`config.mk`:
```
export PLATFORM = sky130hd
export DESIGN_NAME = av2_frame_output_scanner
export DESIGN_NICKNAME = d
export VERILOG_FILES = /design/src/rtl/av2_frame_output_scanner_pkg.sv /design/src/rtl/av2_sync_fifo.sv /design/src/rtl/av2_frame_output_scanner.sv
export SDC_FILE = /design/constraint.sdc
export NUM_CORES = 1
export LEC_CHECK = 0
export BUFFER_PORTS_ARGS = -buffer_cell sky130_fd_sc_hd__buf_2
export CORE_AREA = 2 2 207 209
export DETAILED_ROUTE_END_ITERATION = 16
export DIE_AREA = 0 0 209 211
export PLACE_DENSITY = 0.76
export SYNTH_ARGS = -nofsm -noshare
export SYNTH_HDL_FRONTEND = slang
export SYNTH_SLANG_ARGS = --single-unit
```
`constraint.sdc`:
```
create_clock -name clk -period 4.8 [get_ports clk]
set_clock_uncertainty 0.15 [all_clocks]
set_input_delay 0.72 -clock clk [delete_from_list [all_inputs] [get_ports clk]]
set_output_delay 0.72 -clock clk [all_outputs]
set_load 0.01 [all_outputs]
```
`src/rtl/av2_frame_output_scanner_pkg.sv`:
```
// Shared plane codes, default plane sizes and scanner types.
package av2_frame_output_scanner_pkg;

  localparam int unsigned PLANE_W = 2;
  typedef logic [PLANE_W-1:0] plane_t;

  // Plane codes on the frame-buffer select bus and the output stream.
  localparam plane_t PLANE_Y = 2'd0;
  localparam plane_t PLANE_U = 2'd1;
  localparam plane_t PLANE_V = 2'd2;

  // Default word counts of the luma plane and of each chroma plane.
  localparam int unsigned Y_WORDS_DEFAULT = 256;
  localparam int unsigned C_WORDS_DEFAULT = 64;

  typedef enum logic [2:0] {
    IDLE,
    SCAN_Y,
    SCAN_U,
    SCAN_V,
    DRAIN
  } state_t;

  // Side-band carried next to each data word through the output FIFO.
  typedef struct packed {
    logic   last;
    plane_t plane;
  } word_tag_t;

  localparam int unsigned TAG_W = $bits(word_tag_t);

  // Plane code read while scanning in a given state.
  function automatic plane_t state_plane(input state_t s);
    case (s)
      SCAN_U:  return PLANE_U;
      SCAN_V:  return PLANE_V;
      default: return PLANE_Y;
    endcase
  endfunction

  // State following the last word of a plane.
  function automatic state_t next_plane_state(input state_t s);
    case (s)
      SCAN_Y:  return SCAN_U;
      SCAN_U:  return SCAN_V;
      SCAN_V:  return DRAIN;
      default: return IDLE;
    endcase
  endfunction

endpackage

```
`src/rtl/av2_sync_fifo.sv`:
```
// Single-clock FIFO with occupancy count; head word reads as zero when empty.
module av2_sync_fifo #(
  parameter int unsigned WIDTH = 8,
  parameter int unsigned DEPTH = 4
) (
  input  logic                     clk,
  input  logic                     rst,
  input  logic                     wr_en,
  input  logic [WIDTH-1:0]         wr_data,
  input  logic                     rd_en,
  output logic [WIDTH-1:0]         rd_data,
  output logic [$clog2(DEPTH):0]   count,
  output logic                     empty,
  output logic                     full
);

  localparam int unsigned PTR_W = $clog2(DEPTH);
  localparam int unsigned CNT_W = PTR_W + 1;

  logic [WIDTH-1:0] mem [DEPTH];
  logic [PTR_W-1:0] wr_ptr;
  logic [PTR_W-1:0] rd_ptr;
  logic             wr_fire;
  logic             rd_fire;

  assign empty   = (count == '0);
  assign full    = (count == CNT_W'(DEPTH));
  assign rd_fire = rd_en && !empty;
  assign wr_fire = wr_en && (!full || rd_fire);
  assign rd_data = empty ? '0 : mem[rd_ptr];

  // Storage array; contents are don't-care until written.
  always_ff @(posedge clk) begin
    if (wr_fire) begin
      mem[wr_ptr] <= wr_data;
    end
  end

  // Pointers and occupancy; push and pop in one cycle leave the count unchanged.
  always_ff @(posedge clk) begin
    if (rst) begin
      wr_ptr <= '0;
      rd_ptr <= '0;
      count  <= '0;
    end else begin
      if (wr_fire) begin
        wr_ptr <= wr_ptr + PTR_W'(1);
      end
      if (rd_fire) begin
        rd_ptr <= rd_ptr + PTR_W'(1);
      end
      case ({wr_fire, rd_fire})
        2'b10:   count <= count + CNT_W'(1);
        2'b01:   count <= count - CNT_W'(1);
        default: count <= count;
      endcase
    end
  end

endmodule

```
`src/rtl/av2_frame_output_scanner.sv`:
```
// Reads the Y, U and V planes of one frame from the frame buffer and streams
// them out through a small credit-controlled FIFO.
module av2_frame_output_scanner
  import av2_frame_output_scanner_pkg::*;
#(
  parameter int unsigned ADDR_WIDTH = 32,
  parameter int unsigned DATA_WIDTH = 128,
  parameter int unsigned Y_WORDS    = Y_WORDS_DEFAULT,
  parameter int unsigned C_WORDS    = C_WORDS_DEFAULT,
  parameter int unsigned FIFO_DEPTH = 4
) (
  input  logic                  clk,
  input  logic                  rst,
  input  logic                  start,
  output logic [ADDR_WIDTH-1:0] fb_rd_addr,
  output logic                  fb_rd_en,
  output logic [1:0]            fb_rd_sel_plane,
  input  logic [DATA_WIDTH-1:0] fb_rd_data,
  output logic [DATA_WIDTH-1:0] m_data,
  output logic [1:0]            m_plane,
  output logic                  m_last,
  output logic                  m_valid,
  input  logic                  m_ready,
  output logic                  busy,
  output logic                  done
);

  localparam int unsigned MAX_WORDS = (Y_WORDS > C_WORDS) ? Y_WORDS : C_WORDS;
  localparam int unsigned CNT_W     = (MAX_WORDS > 1) ? $clog2(MAX_WORDS) : 1;
  localparam int unsigned FCNT_W    = $clog2(FIFO_DEPTH) + 1;
  localparam int unsigned FIFO_W    = DATA_WIDTH + TAG_W;

  localparam logic [CNT_W-1:0] Y_LAST = CNT_W'(Y_WORDS - 1);
  localparam logic [CNT_W-1:0] C_LAST = CNT_W'(C_WORDS - 1);

  state_t            state_q;
  state_t            state_d;
  state_t            scan_state;
  logic [CNT_W-1:0]  cnt_q;
  logic [CNT_W-1:0]  cnt_d;
  logic [CNT_W-1:0]  issue_addr;
  logic [CNT_W-1:0]  plane_last;
  plane_t            issue_plane;
  logic              issue;
  logic              issue_last;
  logic              start_go;
  logic              in_scan;
  logic              busy_d;
  logic              done_d;

  logic              rd_last_q;
  logic              ret_q;
  word_tag_t         ret_tag_q;

  logic [FCNT_W-1:0] fifo_count;
  logic              fifo_empty;
  logic              fifo_full;
  logic [FIFO_W-1:0] fifo_rd_data;
  word_tag_t         head_tag;
  logic              pop;
  logic              credit_ok;

  // A new read may issue only if every word already requested still fits in the FIFO.
  assign credit_ok = !fifo_full &&
                     ((32'(fifo_count) + 32'(fb_rd_en) + 32'(ret_q)) < FIFO_DEPTH);

  // Next-state, address counter and read-issue decisions.
  always_comb begin
    state_d     = state_q;
    cnt_d       = cnt_q;
    busy_d      = busy;
    done_d      = 1'b0;
    issue       = 1'b0;
    issue_last  = 1'b0;
    issue_addr  = '0;
    issue_plane = PLANE_Y;
    plane_last  = '0;
    scan_state  = state_q;
    start_go    = (state_q == IDLE) && start;
    in_scan     = (state_q == SCAN_Y) || (state_q == SCAN_U) || (state_q == SCAN_V);

    // The first Y read goes out in the same edge that accepts start.
    if (start_go) begin
      scan_state = SCAN_Y;
      busy_d     = 1'b1;
    end

    issue      = start_go || (in_scan && credit_ok);
    plane_last = (scan_state == SCAN_Y) ? Y_LAST : C_LAST;

    if (issue) begin
      issue_addr  = start_go ? '0 : cnt_q;
      issue_plane = state_plane(scan_state);
      if (issue_addr == plane_last) begin
        cnt_d      = '0;
        state_d    = next_plane_state(scan_state);
        issue_last = (scan_state == SCAN_V);
      end else begin
        cnt_d   = issue_addr + CNT_W'(1);
        state_d = scan_state;
      end
    end

    // Frame ends on the edge that hands the final V word to the sink.
    if ((state_q == DRAIN) && pop && m_last) begin
      state_d = IDLE;
      busy_d  = 1'b0;
      done_d  = 1'b1;
    end
  end

  // FSM state, counter and registered control outputs.
  always_ff @(posedge clk) begin
    if (rst) begin
      state_q <= IDLE;
      cnt_q   <= '0;
      busy    <= 1'b0;
      done    <= 1'b0;
    end else begin
      state_q <= state_d;
      cnt_q   <= cnt_d;
      busy    <= busy_d;
      done    <= done_d;
    end
  end

  // Read strobe and the tag pipeline that follows data back from the frame buffer.
  always_ff @(posedge clk) begin
    if (rst) begin
      fb_rd_en        <= 1'b0;
      fb_rd_addr      <= '0;
      fb_rd_sel_plane <= '0;
      rd_last_q       <= 1'b0;
      ret_q           <= 1'b0;
      ret_tag_q       <= '0;
    end else begin
      fb_rd_en        <= issue;
      fb_rd_addr      <= ADDR_WIDTH'(issue_addr);
      fb_rd_sel_plane <= issue_plane;
      rd_last_q       <= issue_last;
      ret_q           <= fb_rd_en;
      ret_tag_q       <= '{last: rd_last_q, plane: fb_rd_sel_plane};
    end
  end

  av2_sync_fifo #(
    .WIDTH (FIFO_W),
    .DEPTH (FIFO_DEPTH)
  ) u_fifo (
    .clk     (clk),
    .rst     (rst),
    .wr_en   (ret_q),
    .wr_data ({ret_tag_q, fb_rd_data}),
    .rd_en   (pop),
    .rd_data (fifo_rd_data),
    .count   (fifo_count),
    .empty   (fifo_empty),
    .full    (fifo_full)
  );

  assign m_valid  = !fifo_empty;
  assign pop      = m_valid && m_ready;
  assign head_tag = word_tag_t'(fifo_rd_data[FIFO_W-1:DATA_WIDTH]);
  assign m_data   = fifo_rd_data[DATA_WIDTH-1:0];
  assign m_plane  = head_tag.plane;
  assign m_last   = head_tag.last;

endmodule

```
Word level (Yosys, flattened, before mapping)
Memory sizes are Yosys's and may differ from the RTL's. A register that Yosys moved wholly into a read port is not among the register bits.
Cells that the tools add are included.
{ "classes": {"n_addsub": 7, "order_cmp": 1, "eq_ne": 11, "muxes": 14, "bitwise_logic": 2, "reduce_logical": 20} }
{ "ops": {"columns": ["cell", "n"], "rows": [
  ["$mux W131", 1],
  ["$mux W8", 3],
  ["$eq A3 B2 Y1 const B", 4],
  ["$pmux W3 S3", 1],
  ["$add A8 B1 Y8 const B", 1],
  ["$eq A8 B8 Y1", 1],
  ["$logic_and A1 B1 Y1", 8],
  ["$eq A3 B1 Y1 const B", 2],
  ["$eq A3 B3 Y1 const B", 2],
  ["$logic_not A3 Y1", 2],
  ["$mux W3", 2],
  ["$pmux W3 S2", 1],
  ["$add A4 B1 Y5", 1],
  ["$lt A5 B3 Y1 const B", 1],
  ["$add A2 B1 Y2 const B", 2],
  ["$add A3 B1 Y4", 1],
  ["$logic_or A1 B1 Y1", 4],
  ["$mux W2", 2],
  ["$pmux W2 S2", 1],
  ["$reduce_or A2 Y1", 2],
  ["$add A3 B1 Y3 const B", 1],
  ["$mux W1", 3],
  ["$reduce_or A3 Y1", 1],
  ["$sub A3 B1 Y3 const B", 1],
  ["5 further kinds", 7]
]} }
{ "totals": {"ff_bits": 60, "mem_bits_rw": 524, "inputBits": 132, "output_inout_bits": 169, "word_cells": 71, "n_memories": 1} }
{ "memory_table": {"columns": ["memory", "depth", "word_bits", "rd", "rd_ports_with_merged_regs", "write_ports", "line", "source"], "rows": [
  ["u_fifo.mem", 4, 131, 1, 1, 1, "av2_sync_fifo.sv:20", "logic [WIDTH-1:0] mem [DEPTH];"]
]} }

Logic depth before layout (Yosys ltp)
{ "logic_depth": {"ltp_word": 8, "ltp_mapped": 10, "mapped_depth_nobuf": 9} }

Cells and area by module
From an unflattened synthesis, not the netlist that was laid out.
{ "hier_totals": {"hier_cells": 1045, "hier_area_um2": 21670.8} }
{ "modules_own_cells": {"columns": ["mod", "n_inst", "cells_per_inst", "area_each_um2", "seq_area_each_um2"], "rows": [
  ["av2_sync_fifo", 1, 895, 20359.5, 15915.3],
  ["av2_frame_output_scanner", 1, 150, 1311.3, 580.6]
]} }

Worst setup path before layout
OpenSTA, ideal clock, no wires.
{ "synth_timing": {"kind": "in2reg", "from": "in m_ready", "to": "mem u_fifo.mem[0][0] in the netlist's numbering (enable)", "setup_time_ns": 0.506, "arrival_ns": 4.007, "required_time_ns": 4.144, "slack_ns": 0.138, "stages": 2, "n_path_buf": 0, "path_cell_list": "o41a_1 > and2_1"} }
{ "synth_between": {"elab_chain_cells": 6} }
{ "synth_rtl": {"columns": ["item", "line", "source"], "rows": [
  ["start, declared", "av2_frame_output_scanner.sv:23", "input logic m_ready,"],
  ["$logic_and A1 B1 Y1", "av2_frame_output_scanner.sv:162", "assign pop = m_valid && m_ready;"],
  ["$logic_and A1 B1 Y1", "av2_sync_fifo.sv:28", "assign rd_fire = rd_en && !empty;"],
  ["$logic_or A1 B1 Y1", "av2_sync_fifo.sv:29", "assign wr_fire = wr_en && (!full || rd_fire);"],
  ["$logic_and A1 B1 Y1", "av2_sync_fifo.sv:29", null],
  ["$mux W1", "av2_sync_fifo.sv:34", "if (wr_fire) begin"],
  ["$mux W1 (implied by the code)", "av2_sync_fifo.sv:35", "mem[wr_ptr] <= wr_data;"],
  ["end, declared", "av2_sync_fifo.sv:20", null]
]} }
Every way passes these cells.

==> reports/qor.yml <==
worst_slew_pin_slew_ns: 0.973
grt-ovfl-total: 0
r2r_cells: 8
ys_seq_area_frac: 0.767
holdWs_ns: 0.191
fmax_ghz: 0.279
numCtsBuffers: 54
clkPwrFrac: 0.325
hold_violations: 0
clock_latency_ns: 0.58
grt_setup_unrepaired: "no"
yosys_warnings: 0
core_um2: 41800
nNetsFinal: 1470
drc: 0
swShare: 0.264
grt_max_degree: 92
intPower_uw: 9090
wl_per_cell_um: 22.2
rrSetupSlack_ns: 1.79
grtUsageTotal: 0.195
power_uw: 12400
cp-end-kind: "output pin"
drt_iter0_drc: 818
wl_um: 42500
postSynth.asyncResetShare: 0
firstDrtPassIters: 5
post-synth-top-count-cell: "edfxtp_1"
postRouteAntennaNets: 0
root_buffer: "clkbuf_16"
synth_edf_count: 524
synthCells: 1029
grt.met3_usage: 0.0427
critical_path_arrival_ns: 2.71
maxCapViolations: 0
fillers: 2951
clkTransAtPathRegs_ns: 0.06
synth_common_cells: "edfxtp_1 (524), and2_1 (146), mux4_2 (131)"
synth_top_cell_area_share: 0.732
clock-sinks: 562
die_h_um: 211
p_switching_uw: 3270
rows: 75
gr-max-usage-layer: "met2"
die_w_um: 209
min_to: "u_fifo.mem[2][90]$_DFFE_PP_"
hp-class: "in2reg"
critPathKind: "reg2out"
cts_tree: "yes"
outcome: "completed"
hpwl_um: 25500
globalRouteMet1Util: 0.253
syn_area_per_cell_um2: 20.9
startpoint_type: "flip-flop"
postCtsSetupRepairBufs: 0
combPwrFrac: 0.222
port_buffers: 276
cts-resized-gates: 0
antenna_found_initial: 6
drive_gt1_frac: 0.374
p_leak_uw: 0.00868
area_growth_pct: 17.1
ys_seq_elements: 562
ir_drop_uv: 456
gp_congestion: 0.758
viasPerCell: 5.55
grt_pass1_vias: 11200
drv_slew: 0
ioPinCount: 301
dieArea_um2: 44100
powerDensity_nw_per_um2: 490
r2r-start: "u_fifo.count[0]$_SDFFE_PP0P_"
use_met2: 0.329
fin_crit_ns: 3.58
cp_max_fo: 32
syn-cell-area_um2: 21500
yosysTopAreaCell: "edfxtp_1"
r2r-end: "u_fifo.count[2]$_SDFFE_PP0P_"
cts_max_level: 2
tns_ns: 0
synth-main-ff-cell: "edfxtp_1"
cts-hold-fix-buffers: 0
setup_viol_count_final: 0
hold_depth: 1
synth_cell_types: 45
clk_path_buf_depth: 3
start_util: 0.515
finalCritPeriodShare: 0.745
grt_pass1_wl_um: 64900
vias: 10600
worstHoldStart: "fb_rd_data[90]"
seq_power_share: 0.453
synthTopCellsByArea: "edfxtp_1 (73%), mux4_2 (14%), and2_1 (4.2%)"
relSlewSlack: 0.351
crit_required_ns: 3.93
-- logic make-up (layout without fill, tap and decap cells) --
logic type | after synthesis | count (layout) | share of synthesized area
other | 1 | 30 | 0.000174
multiplexers | 136 | 136 | 0.140
XOR/XNOR | 6 | 6 | 0.00244
adder cells (fa/ha/maj) | 8 | 8 | 0.00500
AND/OR/NAND/NOR | 204 | 204 | 0.0564
AO/OA/AOI/OAI | 31 | 31 | 0.00937
buffers and inverters | 81 | 400 | 0.0201
flip-flops | 562 | 562 | 0.767
-- how the worst max path moves through the flow --
stage / start / to / slack [ns] / cells past startpoint
finish: flip-flop / m_data[72] / 1.22 / 4
global route: u_fifo.count[0]$_SDFFE_PP0P_ / m_last / 1.03 / 4
CTS: flip-flop / m_data[70] / 1.13 / 4
detailed placement: u_fifo.count[0]$_SDFFE_PP0P_ / u_fifo.count[2]$_SDFFE_PP0P_ / 1.73 / 8
global placement: flip-flop / m_data[96] / 1.77 / 4
floorplan: m_ready / u_fifo.mem[0][0]$_DFFE_PP_ / 0.14 / 2
-- per-stage QoR --
stage / utilization / cells / area [um^2] / setup WS [ns]
floorplan: - / 1052 / 21600 / 0.138
global placement: 0.563 / 1813 / 23500 / 1.77
detailed placement: 0.563 / 1813 / 23500 / 1.73
CTS: 0.603 / 1910 / 25200 / 1.13
global route: 0.603 / 1912 / 25200 / 1.03
finish: 0.603 / 1916 / 25200 / 1.22
-- layer usage --
layer	vias up	share of wire
met5	-	0.00096
met4	6	0.024
met3	75	0.068
met2	386	0.51
met1	5499	0.40
li1	4666	-
-- placed cells by master (no fill, tap or decap), drive strengths merged, types with 2 or more instances in the layout --
cell type,n
buf,295
nand2b,2
diode,6
nor2b,5
dfxtp,38
and2,147
nor2,15
ha,7
o21a,2
a211o,2
edfxtp,524
mux2i,4
or2,3
nor3,6
mux4,131
bufinv,3
o211ai,2
clkinvlp,3
or3,6
nand2,9
xnor2,2
a21oi,10
inv,10
o21ai,6
xor2,4
clkinv,20
a31oi,4
nand3,5
conb,24
clkbuf,69
-- power by group through the flow --
| stage | registers [uW] | logic (uW) | clock network [uW] |
|---|---|---|---|
| global route | 5620 | 2980 | 4300 |
| floorplan | 5630 | 1820 | 0 |
| global placement | 5700 | 2780 | 0 |
| CTS | 5600 | 2810 | 4120 |
| finish | 5600 | 2750 | 4010 |
| detailed placement | 5710 | 2810 | 0 |
-- registers in the layout (all words and copies together), names as in the netlist, named ones only --
name,flops
u_fifo.rd_ptr,2
done,1
u_fifo.mem,524
ret_tag_q,3
ret_q,1
fb_rd_sel_plane,2
rd_last_q,1
state_q,3
u_fifo.wr_ptr,2
fb_rd_addr,8
fb_rd_en,1
cnt_q,8
u_fifo.count,3
busy,1
-- critical path, stage by stage, from the launching register on --
cell and delay, ns:
dfxtp_4 0.79, buf_4 0.44, mux4_2 0.54, and2_1 0.17, buf_2 0.14
-- final cells by class --
| class | count | area (um^2) | area share |
|---|---|---|---|
| flip-flops and latches | 562 | 16500 | 0.655 |
| diodes | 6 | 15.0 | 0.000596 |
| multi-input cells | 409 | 4680 | 0.186 |
| clock inverters | 28 | 220 | 0.00874 |
| well taps | 539 | 674 | 0.0268 |
| clock buffers | 69 | 1460 | 0.0580 |
| repair buffers | 295 | 1610 | 0.0640 |
| inverters | 8 | 30.0 | 0.00119 |
(Power assumes the default switching activity.)
